**src/rtl/ofm_packer_if.sv**
```systemverilog
// Handshake bundle for ofm_packer: OFM vector input stream, packed word output stream
// and the running word counter.
interface ofm_packer_if #(
    parameter int unsigned InW  = 72,
    parameter int unsigned OutW = 32
);
    logic            ofm_valid;
    logic            ofm_ready;
    logic [InW-1:0]  ofm_data;
    logic            ofm_last;
    logic            out_valid;
    logic            out_ready;
    logic [OutW-1:0] out_data;
    logic            out_last;
    logic [15:0]     word_count;

    // Packer side.
    modport master (
        input  ofm_valid, ofm_data, ofm_last, out_ready,
        output ofm_ready, out_valid, out_data, out_last, word_count
    );

    // Environment side: vector producer and word consumer.
    modport slave (
        output ofm_valid, ofm_data, ofm_last, out_ready,
        input  ofm_ready, out_valid, out_data, out_last, word_count
    );
endinterface

```
**src/rtl/ofm_packer.sv**
```systemverilog
// Serialises one OFM result vector onto the 32-bit output stream, LANES elements per word,
// zero-padding the tail word, with valid/ready on both sides and no bubble between vectors.
module ofm_packer #(
    parameter int unsigned OUTPUT_WIDTH     = 32,
    parameter int unsigned ofm_output_width = 8,
    parameter int unsigned PE_array_size    = 9
) (
    input  logic         clk,
    input  logic         rst_n,  // active-high synchronous reset despite the name
    ofm_packer_if.master bus
);

    localparam int unsigned Lanes  = OUTPUT_WIDTH / ofm_output_width;
    localparam int unsigned NWords = (PE_array_size + Lanes - 1) / Lanes;
    localparam int unsigned VecW   = PE_array_size * ofm_output_width;
    localparam int unsigned PadW   = NWords * OUTPUT_WIDTH;
    localparam int unsigned IdxW   = (NWords > 1) ? $clog2(NWords) : 1;

    localparam logic [IdxW-1:0] LastIdx = IdxW'(NWords - 1);

    typedef enum logic [0:0] {StIdle, StSend} state_e;

    state_e            state_q, state_d;
    logic [VecW-1:0]   hold_q, hold_d;
    logic              last_q, last_d;
    logic [IdxW-1:0]   idx_q, idx_d;
    logic [15:0]       wc_q, wc_d;

    logic              sending;
    logic              last_word;
    logic              ofm_ready;
    logic              accept;
    logic              word_hs;
    logic [PadW-1:0]   hold_pad;
    logic [OUTPUT_WIDTH-1:0] out_data;

    assign sending   = (state_q == StSend);
    assign last_word = sending && (idx_q == LastIdx);
    assign ofm_ready = !rst_n && ((state_q == StIdle) || (last_word && bus.out_ready));
    assign accept    = bus.ofm_valid && ofm_ready;
    assign word_hs   = sending && bus.out_ready;

    // Lanes beyond the last element come from the zero extension, never from sign bits.
    assign hold_pad = PadW'(hold_q);

    always_comb begin
        out_data = '0;
        if (sending) begin
            out_data = hold_pad[32'(idx_q) * OUTPUT_WIDTH +: OUTPUT_WIDTH];
        end
    end

    always_comb begin
        state_d = state_q;
        hold_d  = hold_q;
        last_d  = last_q;
        idx_d   = idx_q;
        wc_d    = wc_q;
        unique case (state_q)
            StIdle: begin
                if (accept) begin
                    hold_d  = bus.ofm_data;
                    last_d  = bus.ofm_last;
                    idx_d   = '0;
                    state_d = StSend;
                end
            end
            StSend: begin
                if (word_hs) begin
                    wc_d = wc_q + 16'd1;
                    if (idx_q == LastIdx) begin
                        idx_d = '0;
                        // Back-to-back vectors reload here so the stream has no idle cycle.
                        if (accept) begin
                            hold_d = bus.ofm_data;
                            last_d = bus.ofm_last;
                        end else begin
                            state_d = StIdle;
                        end
                    end else begin
                        idx_d = idx_q + IdxW'(1);
                    end
                end
            end
            default: state_d = StIdle;
        endcase
    end

    always_ff @(posedge clk) begin
        if (rst_n) begin
            state_q <= StIdle;
            hold_q  <= '0;
            last_q  <= 1'b0;
            idx_q   <= '0;
            wc_q    <= '0;
        end else begin
            state_q <= state_d;
            hold_q  <= hold_d;
            last_q  <= last_d;
            idx_q   <= idx_d;
            wc_q    <= wc_d;
        end
    end

    assign bus.ofm_ready  = ofm_ready;
    assign bus.out_valid  = sending;
    assign bus.out_data   = out_data;
    assign bus.out_last   = last_word && last_q;
    assign bus.word_count = wc_q;

endmodule

```
**src/flat_wrapper.sv**
```systemverilog
// flat-port wrapper written by rule: the top's interface ports become plain ports
module ofm_packer_flat 
#(
    parameter int unsigned OUTPUT_WIDTH     = 32,
    parameter int unsigned ofm_output_width = 8,
    parameter int unsigned PE_array_size    = 9
)
  (clk, rst_n, bus_ofm_valid, bus_ofm_data, bus_ofm_last, bus_out_ready, bus_ofm_ready, bus_out_valid, bus_out_data, bus_out_last, bus_word_count);
  ofm_packer_if #(.InW(72), .OutW(32)) bus_i ();
  input  logic clk;
  input  logic rst_n;
  input wire logic [$bits(bus_i.ofm_valid)-1:0] bus_ofm_valid;
  input wire logic [$bits(bus_i.ofm_data)-1:0] bus_ofm_data;
  input wire logic [$bits(bus_i.ofm_last)-1:0] bus_ofm_last;
  input wire logic [$bits(bus_i.out_ready)-1:0] bus_out_ready;
  output wire logic [$bits(bus_i.ofm_ready)-1:0] bus_ofm_ready;
  output wire logic [$bits(bus_i.out_valid)-1:0] bus_out_valid;
  output wire logic [$bits(bus_i.out_data)-1:0] bus_out_data;
  output wire logic [$bits(bus_i.out_last)-1:0] bus_out_last;
  output wire logic [$bits(bus_i.word_count)-1:0] bus_word_count;
  assign bus_i.ofm_valid = bus_ofm_valid;
  assign bus_i.ofm_data = bus_ofm_data;
  assign bus_i.ofm_last = bus_ofm_last;
  assign bus_i.out_ready = bus_out_ready;
  assign bus_ofm_ready = bus_i.ofm_ready;
  assign bus_out_valid = bus_i.out_valid;
  assign bus_out_data = bus_i.out_data;
  assign bus_out_last = bus_i.out_last;
  assign bus_word_count = bus_i.word_count;
  ofm_packer #(.OUTPUT_WIDTH(OUTPUT_WIDTH), .ofm_output_width(ofm_output_width), .PE_array_size(PE_array_size)) u_core (.clk(clk), .rst_n(rst_n), .bus(bus_i));
endmodule
```
**config.mk**
```make
export PLATFORM = sky130hd
export DESIGN_NAME = ofm_packer_flat
export DESIGN_NICKNAME = d
export VERILOG_FILES = /design/src/rtl/ofm_packer_if.sv /design/src/rtl/ofm_packer.sv /design/src/flat_wrapper.sv
export SDC_FILE = /design/constraint.sdc
export NUM_CORES = 1
export LEC_CHECK = 0
export ABC_CLOCK_PERIOD_IN_PS = 1780
export BUFFER_PORTS_ARGS = -buffer_cell sky130_fd_sc_hd__buf_2
export CORE_MARGIN = 10
export CORE_UTILIZATION = 53
export CTS_BUF_LIST = sky130_fd_sc_hd__clkbuf_8
export DETAILED_ROUTE_END_ITERATION = 10
export GPL_TIMING_DRIVEN = 0
export PLACE_DENSITY = 0.83
export RECOVER_POWER = 100
export SYNTH_ARGS = -nofsm -noshare
export SYNTH_HDL_FRONTEND = slang
export SYNTH_SLANG_ARGS = --single-unit
```
**constraint.sdc**
```tcl
create_clock -name clk -period 1.78 [get_ports clk]
set_clock_uncertainty 0.15 [all_clocks]
set_input_delay 0.356 -clock clk [delete_from_list [all_inputs] [get_ports clk]]
set_output_delay 0.356 -clock clk [all_outputs]
set_load 0.02 [all_outputs]
```
Word-level counts from Yosys, hierarchy flattened
Cells that the tools add are included.
- logic and storage cells: 41
- memory bits (read-only): 0
- output and inout bits: 51
- memory bits (writable): 0
- latch bits: 0
- memories: 0
- bits in registers: 92
- input port bits: 77
- bitwise logic cells: 1
- reductions and logical operators: 11
- divide/modulo/power cells: 0
- multiply operators: 0
- add/sub/neg operators: 2
- multiplexer cells: 17
- shifts and indexed selects: 1
- equality and inequality tests: 4
- magnitude comparators: 0
- operator list (kind ; count):
    $mux 72 ; 3
    $pmux 72 s2 ; 1
    $shiftx 96x8->32 ; 1
    $mux 32 ; 1
    $add 16x1->16 const B ; 1
    $logic_and 1x1->1 ; 6
    $mux 1 ; 6
    $mux 2 ; 3
    $reduce_and 2->1 ; 3
    $ne 2x2->1 const B ; 2
    $pmux 1 s2 ; 2
    $pmux 2 s2 ; 1
    $add 2x1->2 const B ; 1
    $eq 2x2->1 const B ; 1
    $ne 2x1->1 const B ; 1
    $logic_not 1->1 ; 1
    $logic_or 1x1->1 ; 1
    $not 1->1 ; 1

Longest topological paths before layout
Gate-level depths: netlist of the first run.
- depth in word-level cells: 10
- depth in mapped cells: 8
- mapped depth without buffers: 5

Least setup slack after synthesis of the first run
No wires, ideal clock.
- kind: register to output
- start: reg u_core.state_q (netlist: u_core.bus.out_valid)
- end: out bus_out_data[11]
- buffers on the path: 3
- arrival time: 1.351 ns
- path slack: -0.077 ns
- stages on the path, launching flop included: 6
- required time: 1.274 ns
- cells stage by stage: dfxtp_1 buf_2 nand2b_1 clkbuf_1 clkbuf_1 nor2_1
- longest elaborated chain between the ends: 1
- RTL lines (element ; RTL line ; text):
    start: declaration ; ofm_packer.sv:23 ; state_e state_q, state_d;
    start signal: assignment ; ofm_packer.sv:91 ; state_q <= StIdle;
    start signal: assignment ; ofm_packer.sv:97 ; state_q <= state_d;
    $mux 32 ; ofm_packer.sv:48 ; if (sending) begin
    end: declaration ; flat_wrapper.sv:18 ; output wire logic [$bits(bus_i.out_data)-1:0] bus_out_data;
Every way passes these cells.

Worst setup path in the final report of the first run
- start: reg u_core.idx_q[0]
- end: out bus_out_data[0]
- longest elaborated chain between the ends: 2
- RTL lines (element ; RTL line ; text):
    start: declaration ; ofm_packer.sv:26 ; logic [IdxW-1:0] idx_q, idx_d;
    start signal: assignment ; ofm_packer.sv:100 ; idx_q <= idx_d;
    $shiftx 96x8->32 ; ofm_packer.sv:49 ; out_data = hold_pad[32'(idx_q) * OUTPUT_WIDTH +: OUTPUT_WIDTH];
    $mux 32 ; ofm_packer.sv:48 ;
Every way passes these cells.

==> impl_results.md, run 1 <==
- TritonCTS clock tree: yes
- Die area: 11800 um^2
- Number of library cell types mapped by synthesis: 32
- Power per cell area: 744 nW/um^2
- Pwr Total: around 4.5 mW
- HPWL Detailed: 8.71 mm
- Failing checks: negative setup slack
- Cell internal pwr: 3.25 mW
- Final setup viols: 76
- Synthesized flop and latch total: 92
- Final Instance Count excl. Fillers: about 780
- Starting Density: 0.541
- Net Count, Synth: 590
- Die Height: 109 um
- Area of the core: 7690 um^2
- Critical Path, Cell by Cell: buf_4 -> nor2b_4 -> nand2_1 -> o21ai_0 -> and2_1 -> buf_4
- Peak Freq: 466 MHz
- Final period util: 1.20
- RSZ-0062 raised after global routing: true
- WS Path Type: flop to output port
- Die Wd: 109 um
- Synthesized area per cell: 8.12 um^2
- Layout cells sized above 1: 0.381
- Final WS setup: -365 ps
- Logic pwr share: 0.172
- Worst EP arrival: 1640 ps
- Post-route ant nets: 0
- Starting DRT DRC Count: about 240
- Switch Pwr: between 1 and 1.5 mW
- Row count: 32
- Clk sink count: 92
- Hold Crit Class: input pin to flop
- Worst stage delay on the critical path: 400 ps
- Nets: 748
- Pleak: 2.36 nW
- Synth warnings: 0
- Area grow syn2layout: 44.7%
- First-pass GRT wire length: 18.7 mm
- Top delay family on crit path: simple AND/OR/NAND/NOR gates
- Max stage delay cell, worst path: dfxtp_4
- Crit path capture type: output port
- Worst slew margin: 0.716
- Sequential Power Share: 0.507
- Fill cells: 508
- DRC viols: 0
- DP Area: 4980 um^2
- DR vias/cell: 5.39
- Max FO, Critical Path: 6
- Hold Vio Cnt, Final: 0
- VDD IR-drop max: 0.452 mV
- Design Area, Final: approximately 6000 um^2
- Synthesized area: roughly 4200 um^2
- Via count: 4189
- Number of diodes: 0
- Placed cells: 741
- GRT Total Usage: 0.195
- Port Buf Inserts: 127
- Largest net degree at the start of global routing: 16
- Max-Cap Viols: 0
- TritonCTS buffer count: 9
- Run status: finished with violations
- Root Driver: clkbuf_8
- Number of H-tree levels: 3
- Clock Path Buffers: 2
- Proportion of synthesized chip area in sequential cells: 0.443
- WP data required: 1270 ps
- CP Launch Type: flop
- Time the worst path needs with I/O delays and setup: 2140 ps
- Crit path buf inv count: 2
- Clock share of power: 0.321
- Total wire length: 13.3 mm
- Initial antenna violation count: 0
- Vias in the first global route: 4055
- Routed WL per cell: between 15 and 20 um
- Routability cong.: 0.856
- Clk_lat worst skew: 360 ps
- Gr ovfl total: 0
- Top cell by count, worst path: buf_4
- Syn Inst Count: 512
- Sw frac: 0.274
- Total iterations of the first detailed-routing run: 5
- IO Pins: 128
- # hold bufs at CTS: 0
- Worst slew pin tran: 426 ps
- Clock slew seen by the registers of the worst setup and hold paths: around 90 ps
- Max-slew violation count: 0
-- worst paths after layout --
path	slack (ps)	cells after the start	to	start
max	-360	6	bus_out_data[0]	u_core.idx_q[0]
min reg2reg	330	2	u_core.hold_q[67]	u_core.hold_q[67]
max reg2reg	-50	9	u_core.hold_q[44]	u_core.idx_q[1]
min	40	3	u_core.hold_q[20]	bus_ofm_data[20]
-- repair_timing --
item,in CTS,in global routing
gates cloned,1,4
endpoints found under the setup margin,35,109
pin swaps,6,17
gates resized for setup,64,109
setup buffers,3,13
-- synth_stat cells --
library cell,number,area [um^2]
dfxtp_1,92,1840
nand2_1,86,323
nand2b_1,76,475
o21ai_0,71,355
nor2_1,45,169
mux2i_1,32,320
clkbuf_1,14,52.6
buf_2,11,55.1
xnor2_1,9,78.8
and2_1,8,50.1
a21oi_1,7,35.0
o21ai_1,7,35.0
clkbuf_2,6,30.0
nand3_1,6,30.0
buf_6,5,56.3
inv_1,5,18.8
nor3_1,5,25.0
a31o_2,3,26.3
and3_1,3,18.8
nand4_1,3,18.8
nor4_1,3,18.8
o22ai_1,3,18.8
nor2b_1,2,12.5
xor2_1,2,17.5
a211oi_2,1,12.5
a22oi_1,1,7.51
buf_4,1,7.51
ha_1,1,12.5
mux2_2,1,11.3
nand3b_2,1,11.3
o21a_1,1,7.51
or3_1,1,6.26
-- logic make-up after synthesis --
| logic type | count (synthesis) | synth area share |
|---|---|---|
| and+or+nand+nor | 239 | 0.279 |
| buffers and inverters | 42 | 0.0529 |
| adders and majority gates | 1 | 0.00301 |
| xor gates and xnor gates | 11 | 0.0232 |
| AOI/OAI and AO/OA | 94 | 0.120 |
| muxes | 33 | 0.0797 |
| DFF | 92 | 0.443 |
-- layout by cell type, fill, tap and decap left out, types with 8 or more instances in the layout --
master	instances
buf_2	106
dfxtp_1	87
nand2_1	86
nand2b_1	75
o21ai_0	67
buf_6	37
nor2_1	20
nor2_2	17
buf_4	14
mux2i_4	12
mux2i_1	11
o21ai_1	11
clkbuf_8	11
mux2i_2	9
xnor2_1	9
nor2_4	8
-- stage by stage --
| step | util | hold WS [ps] | setup slack (ps) | setup TNS (ps) |
|---|---|---|---|---|
| after global routing | 0.783 | 34.5 | -401 | -14060 |
| after floorplan | - | 292 | -38.2 | -765 |
| final | 0.783 | 36.0 | -365 | -8850 |
| after detailed placement | 0.648 | 308 | -272 | -5750 |
| after global placement | 0.648 | 301 | -273 | -5570 |
| after CTS | 0.711 | 27.1 | -296 | -7740 |
-- routing by layer --
layer	vias to the layer above	global-route usage	routed length, um
li1	2002	-	-
met3	19	0.0428	821
met1	2002	0.237	5450
met4	0	0.0744	205
met5	-	0	0
met2	166	0.328	6810
-- layout make-up --
class,instances,area [um^2],area share
Tap cell,102,128,0.0212
Clock inverter,6,65.1,0.0108
Timing Repair Buffer,148,1010,0.168
Sequential cell,92,1850,0.307
Clock buffer,10,138,0.0229
Buffer,36,377,0.0626
Inverter,5,18.8,0.00312
Multi-Input combinational cell,378,2430,0.404
-- state kept, by name, summed over array words and instances, names as in the netlist --
signal / count
u_core.idx_q: 2
u_core.hold_q: 72
u_core.bus.out_valid: 1
u_core.last_q: 1
u_core.bus.word_count: 16
-- tightest hold or removal path: stages --
cell and delay [ps]:
buf_2 70, nand2_1 30, o21ai_0 50
-- power groups by stage --
stage | clock, mW | sequential, mW | combinational, mW
6_report | 1.44 | 2.27 | 0.772
5_1_grt | 1.52 | 2.28 | 0.826
4_1_cts | 1.43 | 2.25 | 0.625
3_5_place_dp | 0 | 2.29 | 0.560
3_3_place_gp | 0 | 2.28 | 0.547
2_1_floorplan | 0 | 2.27 | 0.347
Power figures use the tool's default switching activity.
==> run 2: changes to the inputs <==
--- a/config.mk
+++ b/config.mk
@@ -5,6 +5,7 @@
 export SDC_FILE = /design/constraint.sdc
 export NUM_CORES = 1
 export LEC_CHECK = 0
+export ABC_AREA = 1
 export ABC_CLOCK_PERIOD_IN_PS = 1780
 export BUFFER_PORTS_ARGS = -buffer_cell sky130_fd_sc_hd__buf_2
 export CORE_MARGIN = 10
==> run 2 against run 1 <==
The flow still finishes with violations (negative setup slack). Register-to-register slack worse by 80 ps. Final area down 7.2%. Critical path depth up 1. Synthesized area is 1.6% lower. Critical endpoint is now bus_ofm_ready. Largest power group unchanged. Highest routed layer unchanged.
==> impl_results.md, run 2 <==
- Run status: finished with violations
- Failing checks: negative setup slack
- Critical Path, Cell by Cell: nor2_4 -> inv_2 -> o21ai_2 -> inv_2 -> nor2_2 -> buf_6 -> buf_6
- Starting DRT DRC Count: 240
- HPWL Detailed: roughly 9.2 mm
- Hold Path Sink: u_core.hold_q[50]
- Final period util: 1.15
- Synthesized area per cell: just over 7 um^2
- Synth top area cells: dfxtp_1 45%, nand3_1 19%, nand2_1 12%
- Routed WL per cell: between 15 and 20 um
- Die Height: 108 um
- Area share of the largest cell type after synthesis: 0.450
- CP Launch Type: flop
- Number of H-tree levels: 3
- Sequential Power Share: 0.505
- Time the worst path needs with I/O delays and setup: 2050 ps
- Pwr Total: 4.52 mW
- Nets: a little under 800
- Routability cong.: 0.848
- Reg2Reg Launch Point: u_core.idx_q[0]
- Max FFs per register: just over 70
- Asr flop ratio synth: 0
- Die Wd: about 110 um
- Syn Inst Count: approximately 560
- Via count: between 4000 and 5000
- Net Count, Synth: 642
- Number of diodes: 0
- Sw frac: 0.292
- Logic pwr share: 0.187
- Commonest non-fill, non-tap cell in the layout: nand3_1
- Clock slew seen by the registers of the worst setup and hold paths: 90 ps
- EDFF count, synth: 0
- Reg with most FFs: u_core.hold_q
- Hold Crit Class: input pin to flop
- TritonCTS clock tree: yes
- WP data required: 1270 ps
- Cell internal pwr: 3.20 mW
- Area grow syn2layout: 36.5%
- Design Area, Final: between 5000 and 6000 um^2
- WS Path Type: flop to output port
- Total wire length: 13.4 mm
- RR Endpoint: u_core.hold_q[39]
- Proportion of synthesized chip area in sequential cells: 0.450
- Reg2Reg Setup Slack: -130 ps
- Register-to-Register Path Depth: 9
- DR vias/cell: 5.58
- Root Driver: clkbuf_8
- Clock share of power: 0.309
- Number of library cell types mapped by synthesis: 26
- VDD IR-drop max: around 0.45 mV
- Hold_ws: 61.3 ps
- Row count: 31
- Worst EP arrival: approximately 1600 ps
- Worst slew margin: 0.638
- Fin util: 0.758
- Synth warnings: 0
- RSZ-0062 raised after global routing: true
- Max stage delay cell, worst path: dfxtp_4
- Layout cells sized above 1: 0.299
- Main synth FF type: dfxtp_1
- TritonCTS buffer count: 9
- Hold Startpoint: bus_ofm_data[50]
- Final setup viols: 93
- Max-slew violation count: 0
- Area leader, netlist: dfxtp_1
- GRT Total Usage: 0.225
- Most numerous cell in the Yosys netlist: nand3_1
- Initial antenna violation count: 1
- IO Pins: 128
- Starting Density: 0.555
- Worst slew pin tran: 542 ps
- Pleak: about 2.7 nW
- Most frequent cells in the layout: 152 x nand3_1, 127 x nand2_1, 89 x dfxtp_1
- Crit path capture type: output port
- Largest net degree at the start of global routing: 16
- First-pass GRT wire length: 21.5 mm
- Power per cell area: 810 nW/um^2
- Worst stage delay on the critical path: approximately 380 ps
- Hold path cells: 3
- Gr ovfl total: 0
- Max-Cap Viols: 0
- Hold Vio Cnt, Final: 0
- Die area: 11600 um^2
- Switch Pwr: roughly 1.3 mW
- Vias in the first global route: 4572
- Max FO, Critical Path: 3
- Clock Path Buffers: 2
- Synthesized flop and latch total: 92
- Peak Freq: 487 MHz
- Clk sink count: 92
- Top cells by count, synth: 152 x nand3_1, 129 x nand2_1, 92 x dfxtp_1, 44 x nor2_1
- Synthesized area: 4090 um^2
- Clk_lat worst skew: 350 ps
- Area of the core: 7370 um^2
- Port Buf Inserts: ~130
- Final WS setup: -275 ps
- DP Area: 4850 um^2
- Post-route ant nets: 0
- DRC viols: 0
- Total iterations of the first detailed-routing run: 5
run 2: what timing repair did:
action                     4_1_cts  5_1_grt
setup endpoints to repair       74      109
cloned                           4        0
pin swaps                       24       25
buffers inserted                 7        4
gates resized for setup        115       38
hold buffers                     0        0
run 2: routing by layer:
metal  part of all wire  global-route usage
met1               0.39               0.256
met2               0.50               0.398
met3              0.089              0.0605
met4              0.015              0.0706
met5                  0                   0
run 2: worst max-delay path by stage:
stage,start,endpoint,slack [ps]
final,u_core.idx_q[0],bus_ofm_ready,-270
after global routing,u_core.idx_q[0],bus_out_data[5],-330
after CTS,u_core.idx_q[0],bus_out_data[5],-270
after detailed placement,u_core.idx_q[0],bus_out_data[5],-320
after global placement,u_core.idx_q[0],bus_out_data[5],-290
after floorplan,u_core.bus.out_valid,bus_out_data[11],-20
run 2: cell type report:
class                   instances  area (um^2)
multi-input cells             393         2060
flip-flops and latches         92         1850
fillers                       568         1790
repair buffers                140          853
plain buffers                  42          347
inverters                      36          158
clock buffers                   9          124
well taps                      99          124
clock inverters                 7         68.8
run 2: cell families (layout without fill, tap and decap cells):
family,after synthesis,after routing,share of synthesized area
AND/OR/NAND/NOR,340,340,0.371
flip-flops,92,92,0.450
buffers and inverters,79,234,0.0881
AO/OA/AOI/OAI,51,51,0.0856
adder cells (fa/ha/maj),1,1,0.00306
XOR/XNOR,1,1,0.00214
run 2: metrics by stage:
stage / setup slack (ps) / TNS (ps) / std cells
final: -275 / -10230 / 818
after CTS: -272 / -6660 / 816
after detailed placement: -322 / -7320 / 789
after global placement: -288 / -5720 / 789
after floorplan: -15.2 / -303 / 564
after global routing: -333 / -17490 / 818
run 2: power groups by stage:
stage                     Combinational, mW  Sequential [mW]  Clock [mW]
after floorplan                       0.409             2.29           0
after global placement                0.628             2.30           0
after detailed placement              0.643             2.31           0
after CTS                             0.793             2.27        1.40
after global routing                  0.914             2.29        1.49
final                                 0.844             2.28        1.40
run 2: critical path: cells and delay by family (launching register included):
kind	cells	cell delay (ps)
flops	1	380
buf+inv	4	360
simple gates	2	310
compound gates	1	150
